<file path="src/rtl/inst_prefetch_queue.sv">
// inst_prefetch_queue: sequential instruction prefetch queue between core fetch port and req/ack instruction memory
module inst_prefetch_queue #(
  parameter int          DEPTH    = 4,
  parameter logic [31:0] RESET_PC = 32'h0000_0000
) (
  input  logic        clk,
  input  logic        rst,
  input  logic        inst_ren,
  input  logic [31:0] inst_addr,
  output logic [31:0] inst_data,
  output logic        inst_stall,
  output logic        ext_req,
  output logic [31:0] ext_addr,
  input  logic        ext_ack,
  input  logic [31:0] ext_data
);
  localparam int AW = $clog2(DEPTH);
  localparam logic [AW:0] FULL = (AW+1)'(DEPTH);
  localparam logic [1:0] IDLE = 2'd0, REQ = 2'd1, DROP = 2'd2;
  logic [29:0] qa_q [DEPTH];
  logic [31:0] qd_q [DEPTH];
  logic [AW-1:0] head_q, head_d, tail_q, tail_d;
  logic [AW:0] count_q, count_d, count_net;
  logic [31:0] fetch_addr_q, fetch_addr_d, ext_addr_q, ext_addr_d, next_addr;
  logic [1:0] state_q, state_d;
  logic ack_req, hit, bypass, redirect, push, unused_ok;
  assign unused_ok = ^inst_addr[1:0];
  assign ack_req = state_q == REQ && ext_ack;
  assign hit = inst_ren && count_q != '0 && inst_addr[31:2] == qa_q[head_q];
  assign bypass = inst_ren && count_q == '0 && ack_req && ext_addr_q[31:2] == inst_addr[31:2];
  // with an empty queue the core is only on-path if it wants the word in flight (REQ) or the next one to fetch
  assign next_addr = state_q == REQ ? ext_addr_q : fetch_addr_q;
  assign redirect = inst_ren && !hit && !bypass && (count_q != '0 || next_addr[31:2] != inst_addr[31:2]);
  assign push = ack_req && !bypass && !redirect;
  assign count_net = count_q - (AW+1)'(hit) + (AW+1)'(push);
  assign inst_data = hit ? qd_q[head_q] : bypass ? ext_data : '0;
  assign inst_stall = inst_ren && !hit && !bypass;
  assign ext_req = state_q != IDLE;
  assign ext_addr = ext_addr_q;
  always_comb begin
    count_d = redirect ? '0 : count_net;
    head_d = redirect ? tail_q : head_q + AW'(hit);
    tail_d = tail_q + AW'(push);
    fetch_addr_d = redirect ? {inst_addr[31:2], 2'b00} : ack_req ? fetch_addr_q + 32'd4 : fetch_addr_q;
    state_d = state_q == IDLE ? ((!redirect && count_net < FULL) ? REQ : IDLE)
            : state_q == REQ  ? (ext_ack ? IDLE : redirect ? DROP : REQ)
            : (ext_ack ? IDLE : DROP);
    ext_addr_d = (state_q == IDLE && state_d == REQ) ? fetch_addr_q : ext_addr_q;
  end
  always_ff @(posedge clk or negedge rst) begin
    if (!rst) begin
      head_q <= '0;
      tail_q <= '0;
      count_q <= '0;
      fetch_addr_q <= RESET_PC;
      ext_addr_q <= RESET_PC;
      state_q <= IDLE;
    end else begin
      head_q <= head_d;
      tail_q <= tail_d;
      count_q <= count_d;
      fetch_addr_q <= fetch_addr_d;
      ext_addr_q <= ext_addr_d;
      state_q <= state_d;
    end
  end
  always_ff @(posedge clk) begin
    if (push) begin
      qa_q[tail_q] <= ext_addr_q[31:2];
      qd_q[tail_q] <= ext_data;
    end
  end
endmodule
</file>
<file path="config.mk">
export PLATFORM = sky130hd
export DESIGN_NAME = inst_prefetch_queue
export DESIGN_NICKNAME = d
export VERILOG_FILES = /design/src/rtl/inst_prefetch_queue.sv
export SDC_FILE = /design/constraint.sdc
export NUM_CORES = 1
export LEC_CHECK = 0
export CORE_AREA = 2 2 189 191
export CTS_CLUSTER_SIZE = 8
export DETAILED_ROUTE_END_ITERATION = 12
export DIE_AREA = 0 0 191 193
export PLACE_DENSITY = 0.58
export REMOVE_ABC_BUFFERS = 1
export SYNTH_ARGS = -nofsm -noshare
export SYNTH_HDL_FRONTEND = slang
export SYNTH_SLANG_ARGS = --single-unit
</file>
<file path="constraint.sdc">
create_clock -name clk -period 11.92 [get_ports clk]
set_clock_uncertainty 0.2 [all_clocks]
set_input_delay 2.98 -clock clk [delete_from_list [all_inputs] [get_ports clk]]
set_output_delay 2.98 -clock clk [all_outputs]
set_load 0.1 [all_outputs]
</file>
[After elaboration in Yosys (flattened, before gate mapping)]
Memory sizes are Yosys's and may differ from the RTL's.
Index checks and enable logic that the tools add are counted.
Cells by class
  $add $sub $neg: 5
  order comparisons: 1
  equality and inequality tests: 5
  muxes and demuxes: 15
  reduce and logical (&&, ||, !) cells: 22
Operators by type and width (number)
  32-bit 2-to-1 mux: 5
  30-bit == test: 2
  32-bit by 3-bit adder with 32-bit output, second input constant: 1
  30-bit != test: 1
  1-bit logical AND: 13
  2-bit 2-to-1 mux: 6
  2-bit by 1-bit adder with 2-bit output: 2
  2-bit by 1-bit == test with 1-bit output, second input constant: 2
  2-bit nonzero test: 2
  3-bit by 1-bit adder with 3-bit output: 1
  1-bit logical NOT: 3
  3-bit logical NOT: 1
  3-bit less-than comparator, second input constant: 1
  1-bit 2-to-1 mux: 3
  3-bit 2-to-1 mux: 1
  3-bit nonzero test: 1
  3-bit by 1-bit subtractor with 3-bit output: 1
  2-bit logical NOT: 1
  1-bit logical OR: 1
Storage, ports and cells
  bits in registers: 73
  bits in writable memories: 248
  input port bits: 68
  memories: 2
Memory list
  qd_q: depth 4, width 32, read ports 1, clocked after memory_dff 0, write ports 1, RTL line 21  | logic [31:0] qd_q [DEPTH];
  qa_q: depth 4, width 30, read ports 1, clocked after memory_dff 0, write ports 1, RTL line 20  | logic [29:0] qa_q [DEPTH];

[Longest topological paths before layout]
Gate-level depths: netlist of run 1.
  depth after elaboration: 16
  depth in mapped cells: 22
  depth with buffers taken out: 17

[Worst setup path before layout of run 1]
OpenSTA, ideal clock, no wires.
  kind: input to register
  start: input inst_addr[19]
  end: memory qa_q[1][0], enable pin
  setup time: 0.657 ns
  arrival: 11.542 ns
  required time: 11.063 ns
  slack: -0.479 ns
  cell stages on the path: 10
  path buffers: 3
  path through: buf_1 -> xor2_1 -> a2111o_1 -> a211o_1 -> or4_1 -> or4_1 -> buf_2 -> nand3_1 -> buf_4 -> nor4b_1
Between the ends
  cells in the longest elaborated chain, start to end: 10
  elaborated cells on any way between the ends: 16
  those cells by class: 3 x eq/ne; 2 x mux; 11 x reduce/logical
Ends and longest elaborated chain
  from (decl): RTL line 9  | input logic [31:0] inst_addr,
  30-bit == test: RTL line 29  | assign hit = inst_ren && count_q != '0 && inst_addr[31:2] == qa_q[head_q];
  1-bit logical AND: RTL line 29
  1-bit logical NOT: RTL line 33  | assign redirect = inst_ren && !hit && !bypass && (count_q != '0 || next_addr[31:2] != inst_addr[31:2]);
  1-bit logical AND (3 in series): RTL line 33
  1-bit logical NOT: RTL line 34  | assign push = ack_req && !bypass && !redirect;
  1-bit logical AND *: RTL line 34
  1-bit 2-to-1 mux *: RTL line 68  | if (push) begin
  1-bit 2-to-1 mux (implied by the code) *: RTL line 69  | qa_q[tail_q] <= ext_addr_q[31:2];
  to (decl): RTL line 20
Every way passes the cells marked *; elsewhere a longest branch is shown, timed or not.

[Worst setup path after layout of run 1]
  start: input inst_addr[25]
  end: output inst_data[15]
Between the ends
  cells in the longest elaborated chain, start to end: 4
  elaborated cells on any way between the ends: 6
  those cells by class: 2 x eq/ne; 2 x mux; 2 x reduce/logical
Ends and longest elaborated chain
  30-bit == test: RTL line 30  | assign bypass = inst_ren && count_q == '0 && ack_req && ext_addr_q[31:2] == inst_addr[31:2];
  1-bit logical AND: RTL line 30
  32-bit 2-to-1 mux: RTL line 36  | assign inst_data = hit ? qd_q[head_q] : bypass ? ext_data : '0;
  32-bit 2-to-1 mux *: RTL line 36
  to (decl): RTL line 10  | output logic [31:0] inst_data,
Marks and branches as above.

==> results of run 1 <==
[final timing paths]
path                                          start                  endpoint  slack [ns]  depth (start not counted)
max                                   inst_addr[25]             inst_data[15]        1.69                          9
min                        ext_addr[12]$_DFFE_PN0P_     qa_q[0][10]$_DFFE_PP_        0.40                          0
max reg2reg                     head_q[0]$_DFF_PN0_  ext_addr[22]$_DFFE_PN0P_        4.74                         19
min reg2reg                ext_addr[12]$_DFFE_PN0P_     qa_q[0][10]$_DFFE_PP_        0.40                          0
max in group asynchronous                       rst       head_q[1]$_DFF_PN0_        8.37                          1
min in group asynchronous                       rst  ext_addr[14]$_DFFE_PN0P_        2.41                          1
[cell families after synthesis]
kind of cell / Yosys count / share of synthesized area [%]
DFF: 317 / 64.8
xor gates and xnor gates: 102 / 6.31
AOI/OAI and AO/OA: 80 / 4.56
and+or+nand+nor: 132 / 5.35
other: 1 / 0.0265
adders and majority gates: 6 / 0.583
buffers and inverters: 62 / 2.08
muxes: 140 / 16.3
[per-stage QoR]
step / setup slack [ns] / TNS, ns / instances / instance area, µm² / hold WS (ns)
5_1_grt: 1.51 / 0 / 1487 / 17300 / 0.428
2_1_floorplan: -0.997 / -123.64 / 799 / 13900 / 0.308
3_5_place_dp: 1.55 / 0 / 1404 / 16000 / 0.382
6_report: 1.69 / 0 / 1487 / 17300 / 0.403
4_1_cts: 1.64 / 0 / 1487 / 17300 / 0.406
3_3_place_gp: 1.67 / 0 / 1404 / 16000 / 0.355
[layout by cell type, fill, tap and decap left out, types with 4 or more instances in the layout]
master / instances
nand2b_1: 12
o22ai_1: 7
edfxtp_1: 248
a2111oi_0: 4
mux2_4: 30
inv_1: 20
clkbuf_1: 34
nand4_1: 19
and2_1: 5
and4_1: 4
dfrtp_1: 67
o21ai_0: 5
nand2_1: 21
a21oi_1: 8
a22o_1: 32
ha_1: 5
mux4_2: 58
nand3_1: 14
mux2i_1: 24
clkdlybuf4s50_1: 128
o2111ai_1: 4
mux2_2: 28
nor4_1: 8
xor2_1: 24
nor2_1: 12
nor3_1: 8
buf_4: 16
nor2b_1: 7
xnor2_1: 78
clkbuf_16: 45
[registers in the layout (all words and copies together), names as in the netlist]
signal / flops
state_q: 2
qa_q: 120
ext_addr: 30
qd_q: 128
fetch_addr_q: 30
count_q: 3
tail_q: 2
head_q: 2
[worst reg2reg max path: stages, from the launching register on]
cell	delay (ns)
dfrtp_4	0.67
buf_4	0.51
mux4_2	0.64
xnor2_1	0.36
nand4_1	0.17
nor4_1	0.50
o2111ai_1	0.47
inv_1	0.15
buf_4	0.39
ha_1	0.31
inv_1	0.06
ha_1	0.14
inv_1	0.05
fa_1	0.37
xor2_1	0.16
xnor2_1	0.22
nand2_1	0.15
a31oi_4	0.74
buf_4	0.46
mux2_4	0.34
[power groups by stage]
stage / combinational [mW] / sequential [mW] / clock, mW
5_1_grt: 1.01 / 1.51 / 1.26
6_report: 0.957 / 1.48 / 1.18
4_1_cts: 0.972 / 1.49 / 1.21
2_1_floorplan: 0.481 / 1.72 / 0
3_5_place_dp: 0.967 / 1.51 / 0
3_3_place_gp: 0.967 / 1.50 / 0
[routing by layer]
metal	GRT usage, %	up-vias
li1	-	3596
met1	25.6	4065
met2	30.8	221
met3	3.04	48
met4	5.10	0
met5	0	-
[area by class of cell]
| cell class | count | area share (%) |
|---|---|---|
| sequential | 317 | 53.1 |
| multi-input combinational | 462 | 27.3 |
| timing repair buffer | 144 | 8.10 |
| clock buffer | 80 | 7.33 |
| tap | 461 | 3.33 |
| inverter | 20 | 0.434 |
| clock inverter | 3 | 0.398 |
==> results.cfg, run 1 <==
[status]
outcome = complete, no violations

[power]
swShare_pct = 32.4
pwr-share-comb_pct = 26.4
power.total_mw = 3.62
power_density_nw_per_um2 = 209
p_int_mw = 2.45
clkPwrFrac_pct = 32.6
irDropWorstVdd_mv = 0.151
pwr-share-seq_pct = 41.0
switchingPower_mw = 1.17
p_leak_nw = 5.91

[setup_path]
critPathTopFamily = buffers and inverters
startpoint_type = primary input
cp_common_cell = clkdlybuf4s50_1
crit_type = primary input to output pin
worstPathArrival_ns = 7.05
end_kind = output pin
path_cells = clkdlybuf4s50_1 > xnor2_1 > nand4_1 > nor4_1 > o2111ai_1 > inv_1 > buf_4 > a22o_1 > clkdlybuf4s50_1
cpPeakStageDelay_ns = 1.15
crit_buf_inv = 4
cp.required_ns = 8.74
worst-path-max-fanout = 34
slowest_stage = clkdlybuf4s50_1

[grt]
grt_max_degree = 70
grt_pass1_wl_um = 51200
antenna_found_initial = 0
overflow = 0
grt_pass1_vias = 8256
grt_usage_pct = 18.6

[sta]
drv_slew = 0
finalSetupViolCount = 0
worst_pin_slew_ns = 1.05
finalCritPeriodShare_pct = 85.8
finalCriticalPeriod_ns = 10.23
rsz0062_at_grt = no
slew_headroom_pct = 30.0
hold_violations = 0
fmaxAchievable_mhz = 97.8

[routing]
drc = 0
wl_per_cell_um = 22.6
met3_length_um = 1590
routed.top_layer = met4
vias = 7930
drt-pass1-iter-count = 5
drt-total-wl_um = 33600
drt_iter0_drc = 458
wl_met2_um = 16300
ant_nets = 0
met1_length_um = 15100
viasPerCell = 5.33

[cts]
postCtsSetupBuffers = 0
htree_levels = 2
tritoncts = yes
cts.sinks = 317
cts_resized = 0
path_clk_slew_ns = 0.05
clk_latency_ns = 0.55
clockBufferDepth = 3
cts_hold_buf = 0
cts_buffers = 45
clock-root-buffer = clkbuf_16

[yosys]
syn_avg_cell_area_um2 = 16.9
mappedNetlistArea_um2 = 14200
synth_edf_count = 248
synthArstFlopShare_pct = 21.8
synthFlopType = edfxtp_1
ys_seq_area_share_pct = 64.8
synth_top_area_share_pct = 52.6
synth_commonest_cells = edfxtp_1, xnor2_1, dfrtp_1
ys_types = 59
synthTopCellsByArea = edfxtp_1, dfrtp_1, mux4_2
synth.ff_latch_count = 317
synth_area_leader_cell = edfxtp_1
yosysMostFrequentCell = edfxtp_1
netlist_instances = 840
yosysWarnings = 0

[die]
dieWidth_um = 191
dieHeight_um = 193
initial_core_util_pct = 40.5
num_rows = 69
core_area_um2 = 35000
die-area_um2 = 36900
io_pins = 134

[job]
drv_cap = 0

[place]
place_congestion = 0.863
io_buffers = 129
dp_hpwl_um = 21900

[cells_and_area]
postLayoutCoreUtil_pct = 49.5
nNetsFinal = 1064
multiInputGateArea_um2 = 4730
seq_area_um2 = 9180
syn_to_final_growth_pct = 22.1
drive_above_1_share_pct = 18.8
antennaDiodeCount = 0
n_fill_cell = 2968

[hold_path]
hold_path_class = flop to flop
Power figures use the tool's default switching activity.
==> run 2: changes to the inputs <==
Settings changed: CORE_AREA 2 2 189 191 to 2 2 135 268, DIE_AREA 0 0 191 193 to 0 0 137 270, SETUP_SLACK_MARGIN from default to 0.4.
==> run 2 against run 1 <==
Die area rose by 0.34%. Via count rose by 1.0%. Utilization fell by 0.30 points. Worst setup slack improved by 0.26 ns. Wire length rose by 7.0%. Count of clock-buffer cells in the layout rose by 2. Critical endpoint is now inst_stall. Highest routed layer unchanged.
==> results.cfg, run 2 (synthesis gave the netlist of run 1 again) <==
[status]
outcome = complete, no violations

[hold_path]
min_from = fetch_addr_q[8]$_DFFE_PN0N_
hold_depth = 1
hold_path_class = flop to flop
min_to = ext_addr[8]$_DFFE_PN0P_

[cells_and_area]
n_fill_cell = 3006
largest_reg_flops = 128
finalNonFillerCells = 1472
mostFrequentLayoutCells = edfxtp_1, clkdlybuf4s50_1, xnor2_1
drive_above_1_share_pct = 22.0
multiInputGateArea_um2 = 4730
seq_area_um2 = 9180
largest_register = qd_q
syn_to_final_growth_pct = 21.4
nNetsFinal = 1064
antennaDiodeCount = 0
finalInstanceArea_um2 = 17200
largestRegisters = qd_q x128, qa_q x120
final_common_cell = edfxtp_1

[routing]
vias = 8011
drt-pass1-iter-count = 4
wl_per_cell_um = 24.4
viasPerCell = 5.44
drc = 0
ant_nets = 0
drt-total-wl_um = 36000
drt_iter0_drc = 423

[place]
dp_hpwl_um = 23900
pre_cts_slack_ns = 1.95
placed_cells = 1388
io_buffers = 129
place_area_um2 = 15900
place_congestion = 0.870

[die]
dieWidth_um = 137
dieHeight_um = 270
die-area_um2 = 37000
num_rows = 97
core_area_um2 = 35000
io_pins = 134
initial_core_util_pct = 40.5

[power]
p_int_mw = 2.46
pwr-share-comb_pct = 27.3
power_density_nw_per_um2 = 212
p_leak_nw = 5.97
irDropWorstVdd_mv = 0.109
pwr-share-seq_pct = 40.2
swShare_pct = 32.6
clkPwrFrac_pct = 32.5
switchingPower_mw = 1.19

[grt]
grt_pass1_wl_um = 53700
overflow = 0
grt_pass1_vias = 8441
grt_max_degree = 70
grt_usage_pct = 19.8
antenna_found_initial = 0

[sta]
drv_slew = 0
hold_violations = 0
fmaxAchievable_mhz = 100
rsz0062_at_grt = no
finalCritPeriodShare_pct = 83.6
finalSetupViolCount = 0
worst_pin_slew_ns = 1.02
finalCriticalPeriod_ns = 9.97
slew_headroom_pct = 31.5
timing.final.ws_setup_ns = 1.95

[setup_path]
worstPathArrival_ns = 6.79
worst-path-max-fanout = 34
startpoint_type = primary input
end_kind = output pin
crit_type = primary input to output pin
rr_worst_depth = 19
r2r-end = ext_addr[6]$_DFFE_PN0P_
ff2ff_setup_slack_ns = 5.36
r2r-start = head_q[1]$_DFF_PN0_
cp.required_ns = 8.74

[cts]
htree_levels = 2
postCtsSetupBuffers = 0
tritoncts = yes
clockBufferDepth = 3
cts_buffers = 45
cts.sinks = 317
cts_hold_buf = 0
cts_resized = 0
clock-root-buffer = clkbuf_16
path_clk_slew_ns = 0.05
clk_latency_ns = 0.54

[job]
drv_cap = 0
==> run 2: changes by cell type in the layout (fill, tap and decap cells not counted), sizes merged <==
cell | previous run | this run
buf | 16 | 48
clkbuf | 80 | 82
clkdlybuf4s50 | 128 | 96
clkinv | 2 | 1
==> run 2: metrics by stage <==
step	util, %	hold slack, ns	setup TNS (ns)	total power, mW
floorplan	-	0.308	-123.64	2.20
global placement	45.4	0.375	0	2.50
detailed placement	45.4	0.384	0	2.50
CTS	49.2	0.396	0	3.71
global route	49.2	0.412	0	3.79
finish	49.2	0.390	0	3.65
==> run 2: area by class of cell <==
class	instances	area share (%)
timing repair buffer	144	7.69
inverter	20	0.437
clock buffer	82	7.61
sequential	317	53.4
clock inverter	2	0.0801
multi-input combinational	462	27.5
tap	445	3.24
==> run 2: power groups by stage <==
stage / registers, mW / logic (mW) / clock network (mW)
3_5_place_dp: 1.49 / 1.01 / 0
6_report: 1.47 / 0.998 / 1.19
5_1_grt: 1.48 / 1.05 / 1.26
3_3_place_gp: 1.49 / 1.01 / 0
4_1_cts: 1.47 / 1.02 / 1.22
2_1_floorplan: 1.72 / 0.481 / 0
==> run 2: metal layers <==
metal / track usage, % / share of wire, % / vias up
li1: - / - / 3605
met1: 21.9 / 36 / 4116
met2: 35.8 / 55 / 203
met3: 2.53 / 3.6 / 87
met4: 11.3 / 5.9 / 0
met5: 0 / 0 / -
==> run 2: how the worst max path moves through the flow <==
stage / slack [ns] / to / cells after the start / start
2_1_floorplan: -1.0 / qa_q[1][0]$_DFFE_PP_ / 7 / inst_addr[27]
3_3_place_gp: 1.97 / inst_stall / 9 / inst_addr[14]
3_5_place_dp: 1.95 / inst_stall / 9 / inst_addr[14]
4_1_cts: 1.93 / inst_stall / 9 / inst_addr[14]
5_1_grt: 1.80 / inst_stall / 9 / inst_addr[14]
6_report: 1.95 / inst_stall / 9 / inst_addr[14]
==> run 2: worst max-delay path, cell delays in order <==
cell and delay (ns):
clkdlybuf4s50_1 0.57, xnor2_1 0.56, nand4_1 0.32, nor3_1 0.29
and4_1 0.23, buf_4 0.40, nor2b_1 0.21, and2_1 0.23
clkdlybuf4s50_1 0.99
==> run 3: changes to the inputs <==
Clock period 11.92 ns to 9.3 ns, I/O delays scaled along.
==> run 3 against run 2 <==
Utilization barely moved. Register-to-register slack got worse by 2.4 ns. Largest cell class unchanged. Design area barely moved. Highest routed layer is now met5.
==> results.cfg, run 3 (synthesis gave the netlist of run 1 again) <==
[setup_path]
critPathTopFamily = buffers and inverters
path_cells = clkdlybuf4s50_1 > xnor2_1 > nand4_1 > nor4_1 > o2111ai_1 > inv_1 > buf_4 > a22o_1 > buf_4
worstPathArrival_ns = 5.47
startpoint_type = primary input
end_kind = output pin
worst-path-max-fanout = 34
cp.required_ns = 6.78
cp_common_cell = buf_4
crit_type = primary input to output pin
cpPeakStageDelay_ns = 0.57
slowest_stage = clkdlybuf4s50_1
crit_buf_inv = 4

[cts]
htree_levels = 2
clock-root-buffer = clkbuf_16
cts.sinks = 317
tritoncts = yes
path_clk_slew_ns = 0.05
clk_latency_ns = 0.55
postCtsSetupBuffers = 0
cts_buffers = 45
cts_hold_buf = 0
cts_resized = 0
clockBufferDepth = 3

[cells_and_area]
largestRegisters = qd_q x128, qa_q x120
final_common_cell = edfxtp_1
antennaDiodeCount = 0
syn_to_final_growth_pct = 21.4
seq_area_um2 = 9180
nNetsFinal = 1066
largest_reg_flops = 128
multiInputGateArea_um2 = 4730
n_fill_cell = 3006
largest_register = qd_q
drive_above_1_share_pct = 22.3
mostFrequentLayoutCells = edfxtp_1, clkdlybuf4s50_1, xnor2_1

[status]
outcome = complete, no violations

[routing]
drt-pass1-iter-count = 5
drt_iter0_drc = 396
wl_per_cell_um = 24.5
vias = 8054
drc = 0
viasPerCell = 5.47
ant_nets = 0
drt-total-wl_um = 36000

[die]
dieWidth_um = 137
dieHeight_um = 270
die-area_um2 = 37000
num_rows = 97
core_area_um2 = 35000
initial_core_util_pct = 40.5
io_pins = 134

[sta]
finalSetupViolCount = 0
timing.final.ws_setup_ns = 1.30
fmaxAchievable_mhz = 125
worst_pin_slew_ns = 1.06
drv_slew = 0
hold_violations = 0
finalCritPeriodShare_pct = 86.0
fin_hold_ws_ns = 0.368
rsz0062_at_grt = no
slew_headroom_pct = 29.5
finalCriticalPeriod_ns = 8.00

[grt]
antenna_found_initial = 1
grt_pass1_vias = 8612
grt_usage_pct = 19.8
overflow = 0
grt_pass1_wl_um = 53600
grt_max_degree = 70

[job]
drv_cap = 0

[place]
pre_cts_slack_ns = 1.27
place_congestion = 0.880
io_buffers = 129
dp_hpwl_um = 23900

[hold_path]
hold_path_class = flop to flop

[power]
power.total_mw = 4.67
irDropWorstVdd_mv = 0.153
power_density_nw_per_um2 = 271
p_leak_nw = 5.98
run 3: per-layer routing:
layer,vias to the layer above,global-route usage [%],share of wire [%]
li1,3605,-,-
met1,4162,21.6,36
met2,203,36.2,56
met3,82,2.91,3.5
met4,2,10.2,4.9
met5,-,0,0.036
run 3: cell type report:
class / count / share of cell area, %
sequential: 317 / 53.4
multi-input combinational: 462 / 27.5
timing repair buffer: 146 / 7.76
clock buffer: 80 / 7.56
tap: 445 / 3.24
inverter: 20 / 0.437
clock inverter: 2 / 0.0801
run 3: stage by stage:
step / util (%) / instance area, µm² / instances / TNS, ns
global route: 49.2 / 17200 / 1472 / 0
finish: 49.2 / 17200 / 1472 / 0
global placement: 45.4 / 15900 / 1390 / 0
CTS: 49.2 / 17200 / 1472 / 0
detailed placement: 45.4 / 15900 / 1390 / 0
floorplan: - / 13900 / 799 / -434.12
run 3: path summary, 6_finish.rpt:
kind                                       endpoint                   startpoint  depth (start not counted)  slack, ns
setup reg to reg            ext_addr[4]$_DFFE_PN0P_          head_q[1]$_DFF_PN0_                         19       2.97
max in group asynchronous       head_q[1]$_DFF_PN0_                          rst                          1       6.39
hold / removal              ext_addr[8]$_DFFE_PN0P_  fetch_addr_q[8]$_DFFE_PN0N_                          1       0.37
min in group asynchronous  ext_addr[18]$_DFFE_PN0P_                          rst                          1       1.72
setup / recovery                      inst_data[11]                 inst_addr[7]                          9       1.30
hold reg to reg             ext_addr[8]$_DFFE_PN0P_  fetch_addr_q[8]$_DFFE_PN0N_                          1       0.37
run 3: power breakdown:
part	total (mW)	switching (mW)	leakage (nW)	internal (mW)
clock network	1.51	0.576	0.627	0.934
registers	1.92	0.239	3.05	1.69
logic	1.23	0.700	2.31	0.532
run 3: worst register-to-register path, stage by stage, from the launching register on:
cell	delay [ns]
dfrtp_4	0.88
buf_4	0.49
mux2_2	0.40
a22oi_1	0.18
a21oi_1	0.16
nor4_1	0.44
o2111ai_1	0.42
inv_1	0.14
buf_4	0.40
ha_1	0.31
inv_1	0.06
ha_1	0.13
inv_1	0.04
fa_1	0.37
xor2_1	0.16
xnor2_1	0.21
nand2_1	0.15
a31oi_4	0.16
buf_4	0.54
mux2_4	0.40
